===== config.mk =====
export PLATFORM = sky130hd
export DESIGN_NAME = alu_op_issuer
export DESIGN_NICKNAME = d
export VERILOG_FILES = /design/src/rtl/alu_op_issuer.sv
export SDC_FILE = /design/constraint.sdc
export NUM_CORES = 1
export LEC_CHECK = 0
export ABC_AREA = 0
export CELL_PAD_IN_SITES_DETAIL_PLACEMENT = 0
export CELL_PAD_IN_SITES_GLOBAL_PLACEMENT = 1
export CORE_MARGIN = 1.5
export CORE_UTILIZATION = 46
export DETAILED_ROUTE_END_ITERATION = 16
export GPL_TIMING_DRIVEN = 0
export HOLD_SLACK_MARGIN = 0.05
export PLACE_DENSITY = 0.82
export SYNTH_ARGS = -nofsm -noshare
export SYNTH_HDL_FRONTEND = slang
export SYNTH_SLANG_ARGS = --single-unit

===== constraint.sdc =====
create_clock -name clk -period 2.6 [get_ports clk]
set_input_delay 0.65 -clock clk [delete_from_list [all_inputs] [get_ports clk]]
set_output_delay 0.65 -clock clk [all_outputs]
set_load 0.005 [all_outputs]

===== src/rtl/alu_op_issuer.sv =====
`default_nettype none
// ----------------------------------------------------------------------------
// alu_op_issuer : request FIFO + issue register feeding a gated ALU, with a
//                 one-entry result slot and valid/ready output.  Rev 1.0
// ----------------------------------------------------------------------------
module alu_op_issuer #(
  parameter int WIDTH = 16,
  parameter int DEPTH = 4,
  parameter int TAG_W = 4
) (
  input  logic                     clk,
  input  logic                     rst_n,
  input  logic                     flush,
  input  logic                     in_valid,
  output logic                     in_ready,
  input  logic [WIDTH-1:0]         in_a,
  input  logic [WIDTH-1:0]         in_b,
  input  logic [3:0]               in_op,
  input  logic [TAG_W-1:0]         in_tag,
  output logic [WIDTH-1:0]         alu_a,
  output logic [WIDTH-1:0]         alu_b,
  output logic [3:0]               alu_op,
  output logic                     alu_en,
  input  logic [WIDTH-1:0]         alu_result,
  output logic                     out_valid,
  input  logic                     out_ready,
  output logic [WIDTH-1:0]         out_data,
  output logic [3:0]               out_op,
  output logic [TAG_W-1:0]         out_tag,
  output logic [$clog2(DEPTH):0]   level,
  output logic                     idle
);

  localparam int AW = $clog2(DEPTH);
  localparam int LW = AW + 1;
  localparam int EW = 2 * WIDTH + 4 + TAG_W;
  localparam logic [LW-1:0] DEPTH_L = LW'(DEPTH);

  logic [EW-1:0]    mem_q [DEPTH];
  logic [AW-1:0]    wr_ptr_q, wr_ptr_d, rd_ptr_q, rd_ptr_d;
  logic [LW-1:0]    level_q, level_d;
  logic             s1_valid_q, s1_valid_d;
  logic [WIDTH-1:0] alu_a_q, alu_a_d, alu_b_q, alu_b_d;
  logic [3:0]       alu_op_q, alu_op_d;
  logic [TAG_W-1:0] s1_tag_q, s1_tag_d;
  logic             out_valid_q, out_valid_d;
  logic [3:0]       out_op_q, out_op_d;
  logic [TAG_W-1:0] out_tag_q, out_tag_d;

  logic             push, pop, advance, fifo_nonempty, fire;
  logic [WIDTH-1:0] head_a, head_b;
  logic [3:0]       head_op;
  logic [TAG_W-1:0] head_tag;

  assign {head_a, head_b, head_op, head_tag} = mem_q[rd_ptr_q];

  always_comb begin
    fifo_nonempty = (level_q != '0);
    advance       = !out_valid_q || out_ready;
    fire          = s1_valid_q && advance && !flush;
    push          = in_valid && (level_q != DEPTH_L) && !flush;
    // Loading is blocked during flush so the ALU pins never move on a flush.
    pop           = fifo_nonempty && (!s1_valid_q || fire) && !flush;

    wr_ptr_d    = wr_ptr_q;
    rd_ptr_d    = rd_ptr_q;
    level_d     = level_q;
    s1_valid_d  = s1_valid_q;
    alu_a_d     = alu_a_q;
    alu_b_d     = alu_b_q;
    alu_op_d    = alu_op_q;
    s1_tag_d    = s1_tag_q;
    out_valid_d = out_valid_q;
    out_op_d    = out_op_q;
    out_tag_d   = out_tag_q;

    if (flush) begin
      wr_ptr_d    = '0;
      rd_ptr_d    = '0;
      level_d     = '0;
      s1_valid_d  = 1'b0;
      out_valid_d = 1'b0;
    end else begin
      if (push) wr_ptr_d = wr_ptr_q + AW'(1);
      if (pop)  rd_ptr_d = rd_ptr_q + AW'(1);
      level_d = level_q + LW'(push) - LW'(pop);

      if (pop) begin
        s1_valid_d = 1'b1;
        alu_a_d    = head_a;
        alu_b_d    = head_b;
        alu_op_d   = head_op;
        s1_tag_d   = head_tag;
      end else if (fire) begin
        s1_valid_d = 1'b0;
      end

      if (fire) begin
        out_valid_d = 1'b1;
        out_op_d    = alu_op_q;
        out_tag_d   = s1_tag_q;
      end else if (out_ready) begin
        out_valid_d = 1'b0;
      end
    end
  end

  // Payload storage carries no reset; validity is tracked by level/pointers.
  always_ff @(posedge clk) begin
    if (push) mem_q[wr_ptr_q] <= {in_a, in_b, in_op, in_tag};
  end

  always_ff @(posedge clk or negedge rst_n) begin
    if (!rst_n) begin
      wr_ptr_q    <= '0;
      rd_ptr_q    <= '0;
      level_q     <= '0;
      s1_valid_q  <= 1'b0;
      alu_a_q     <= '0;
      alu_b_q     <= '0;
      alu_op_q    <= '0;
      s1_tag_q    <= '0;
      out_valid_q <= 1'b0;
      out_op_q    <= '0;
      out_tag_q   <= '0;
    end else begin
      wr_ptr_q    <= wr_ptr_d;
      rd_ptr_q    <= rd_ptr_d;
      level_q     <= level_d;
      s1_valid_q  <= s1_valid_d;
      alu_a_q     <= alu_a_d;
      alu_b_q     <= alu_b_d;
      alu_op_q    <= alu_op_d;
      s1_tag_q    <= s1_tag_d;
      out_valid_q <= out_valid_d;
      out_op_q    <= out_op_d;
      out_tag_q   <= out_tag_d;
    end
  end

  assign in_ready  = (level_q != DEPTH_L);
  assign alu_a     = alu_a_q;
  assign alu_b     = alu_b_q;
  assign alu_op    = alu_op_q;
  assign alu_en    = fire;
  assign out_valid = out_valid_q;
  assign out_data  = alu_result;
  assign out_op    = out_op_q;
  assign out_tag   = out_tag_q;
  assign level     = level_q;
  assign idle      = !fifo_nonempty && !s1_valid_q && !out_valid_q;

endmodule
`default_nettype wire

==> flow_summary.json <==
{
  "start_kind": "register",
  "peakVddDrop_uv": 630.7,
  "synth-seq-cells": 217,
  "final-instance-count-excl-fill": 772,
  "netlist_instances": 387,
  "r2r-end": "level[2]",
  "synth_top_flop_cell": "edfxtp_1",
  "design.core.area_sq_um": 17480,
  "ctsHoldBuffers": 0,
  "rsz0062_at_grt": "false",
  "reg2regPathDepth": 12,
  "post-route-drc-count": 0,
  "drt-initial-drc-count": 143,
  "synth.distinct_cells": 33,
  "synth_commonest_cells": "edfxtp_1, dfrtp_1, mux4_2, mux2_2, buf_4",
  "drtPass1Iterations": 4,
  "grt_start_max_net_pins": 58,
  "layout_setup_ws_ns": 0.08071,
  "hold_viol_final": 0,
  "end_kind": "output pin",
  "ys_seq_area_frac": 0.7508,
  "fin_util": 0.6023,
  "synth_area_leaders": "edfxtp_1, dfrtp_1, mux4_2",
  "power.total_mw": 10.72,
  "routed_via_density": 5.234,
  "grt.overflow.total": 0,
  "wl_per_cell_um": 20.07,
  "place_ws_ns": -0.7718,
  "cts.sinks": 217,
  "track_usage": 0.1695,
  "area_growth_pct": 26.83,
  "rrSetupSlack_ns": 0.17,
  "via_count": 4041,
  "io_pins": 128,
  "drv_slew": 0,
  "critical_path_required_ns": 1.95,
  "crit_slowest_cell": "clkdlybuf4s50_1",
  "holdCritPathClass": "in -> async",
  "fin_crit_ns": 2.519,
  "synth_top_cell_area_share": 0.5789,
  "clockBufferDepth": 3,
  "layout-drive-gt1-share": 0.3071,
  "die_x_um": 137.3,
  "start_util": 0.4749,
  "antenna_found_initial": 0,
  "portBuffers": 111,
  "fin_crit_sh": 0.9690,
  "yosysWarnings": 0,
  "grt_pass1_wl_um": 23630,
  "postSynthAreaPerCell_sq_um": 21.44,
  "status": "finished, final reports clean",
  "fp.dieH_um": 137.3,
  "slew_headroom": 0.4589,
  "synth_edf_count": 160,
  "cts_tree": "built",
  "dieArea_sq_um": 18860,
  "htreeDepth": 1,
  "tightest_slew_ns": 0.8117,
  "arrival_ns": 1.87,
  "slowest_delay_ns": 0.52,
  "gp_congestion": 0.6868,
  "crit_type": "reg -> out",
  "antenna_left": 0,
  "cts_buffers": 22,
  "rows": 48,
  "ys_async_sr_fraction": 0.2627,
  "cp_max_fo": 5,
  "clk-insertion-delay-late_ns": 0.49,
  "mappedNetlistArea_sq_um": 8299,
  "fmax_mhz": 396.9,
  "dpl.cell_count": 727,
  "post-synth-top-count-cell": "edfxtp_1",
  "n_antenna_cell": 0,
  "cellLeakagePower_nw": 3.722,
  "yosys.area.top_type": "edfxtp_1",
  "final_net_count": 599,
  "grt_pass1_vias": 4325,
  "root_buffer": "clkbuf_16",
  "power_per_cell_area_nw_per_um2": 1018,
  "timing.rr.start": "level[2]",
  "synthesis.nets": 455,
  "clkTransAtPathRegs_ns": 0.06,
  "cap_viol_max_count": 0,
  "wirelength_um": 15500,
  "skew_ns": 0.01237,
  "finalSetupViolations": 0,
  "path_cells": "nor3_4, nor3b_2, clkdlybuf4s50_1",
  "dpl.hpwl_um": 9450
}
==> state kept, by name, summed over array words and instances (netlist names) <==
register / flops
rd_ptr_q: 2
out_tag: 4
s1_valid_q: 1
mem_q: 160
out_valid: 1
alu_op: 4
level: 3
alu_a: 16
wr_ptr_q: 2
alu_b: 16
out_op: 4
s1_tag_q: 4
==> worst max path at each step <==
stage / start / end / slack [ns] / cells past startpoint
after floorplan: flush / mem_q[2][0] / 0.03 / 3
after global placement: flush / mem_q[1][11] / -1.47 / 4
after detailed placement: flush / level[2] / -0.77 / 12
after CTS: level[1] / idle / 0.0009 / 3
after global routing: level[2] / idle / 0.007 / 3
final: level[2] / idle / 0.08 / 3
==> layout by cell type, fill, tap and decap left out, types with 6 or more instances in the layout <==
| master | netlist | layout |
|---|---|---|
| clkdlybuf4s50_1 | 0 | 107 |
| ha_1 | 6 | 6 |
| inv_1 | 8 | 8 |
| buf_4 | 19 | 24 |
| mux2_2 | 34 | 34 |
| edfxtp_1 | 160 | 160 |
| clkbuf_16 | 0 | 23 |
| dfrtp_1 | 57 | 54 |
| mux2_1 | 6 | 6 |
| buf_6 | 4 | 6 |
| mux2_4 | 8 | 8 |
| clkbuf_1 | 2 | 7 |
| mux4_2 | 37 | 37 |
| clkinv_2 | 0 | 7 |
==> cell families (layout without fill, tap and decap cells) <==
logic type,after synthesis,count (layout),synth area share
flops,217,217,0.7508
mux,88,88,0.1787
buf+inv,41,201,0.03286
simple gates,24,24,0.01945
compound gates,9,9,0.005728
fa+ha+maj,7,7,0.01146
xor+xnor,1,1,0.001056
==> per-layer routing <==
layer,wire length [um],track usage
met5,0,0
met3,944,0.03201
met1,6533,0.2237
met4,222,0.04211
met2,7794,0.2923
==> metrics by stage <==
| step | setup TNS [ns] | cell area [sq um] | hold WS, ns |
|---|---|---|---|
| final | 0 | 10530 | 0.2592 |
| after global routing | 0 | 10530 | 0.3288 |
| after CTS | 0 | 10510 | 0.2807 |
| after detailed placement | -53.92 | 9774 | 0.4758 |
| after global placement | -311.35 | 9692 | 0.4649 |
| after floorplan | 0 | 8299 | 0.3544 |
==> worst max-delay path, delay by kind of cell, from the launching register on <==
family / cells / cell delay, ns
flops: 1 / 0.45
simple gates: 2 / 0.41
buf+inv: 1 / 0.52
==> power by group <==
group          internal, mW  total [mW]  switching (mW)
registers              4.33        4.67           0.341
clock network          1.65        2.87            1.22
logic                  2.01        3.18            1.17
==> final cells by class <==
cell class	instances	area, sq um
inverters	9	33.78
clock inverters	10	53.80
well taps	225	281.5
clock buffers	30	611.8
repair buffers	120	1224
fillers	1242	6950
plain buffers	32	250.2
multi-input cells	129	1837
flip-flops and latches	217	6235
==> repair_timing <==
item	4_1_cts	5_1_grt
pin swaps	4	1
endpoints found under the setup margin	5	2
setup buffers	5	0
gates resized for setup	13	7
(Power assumes the default switching activity.)
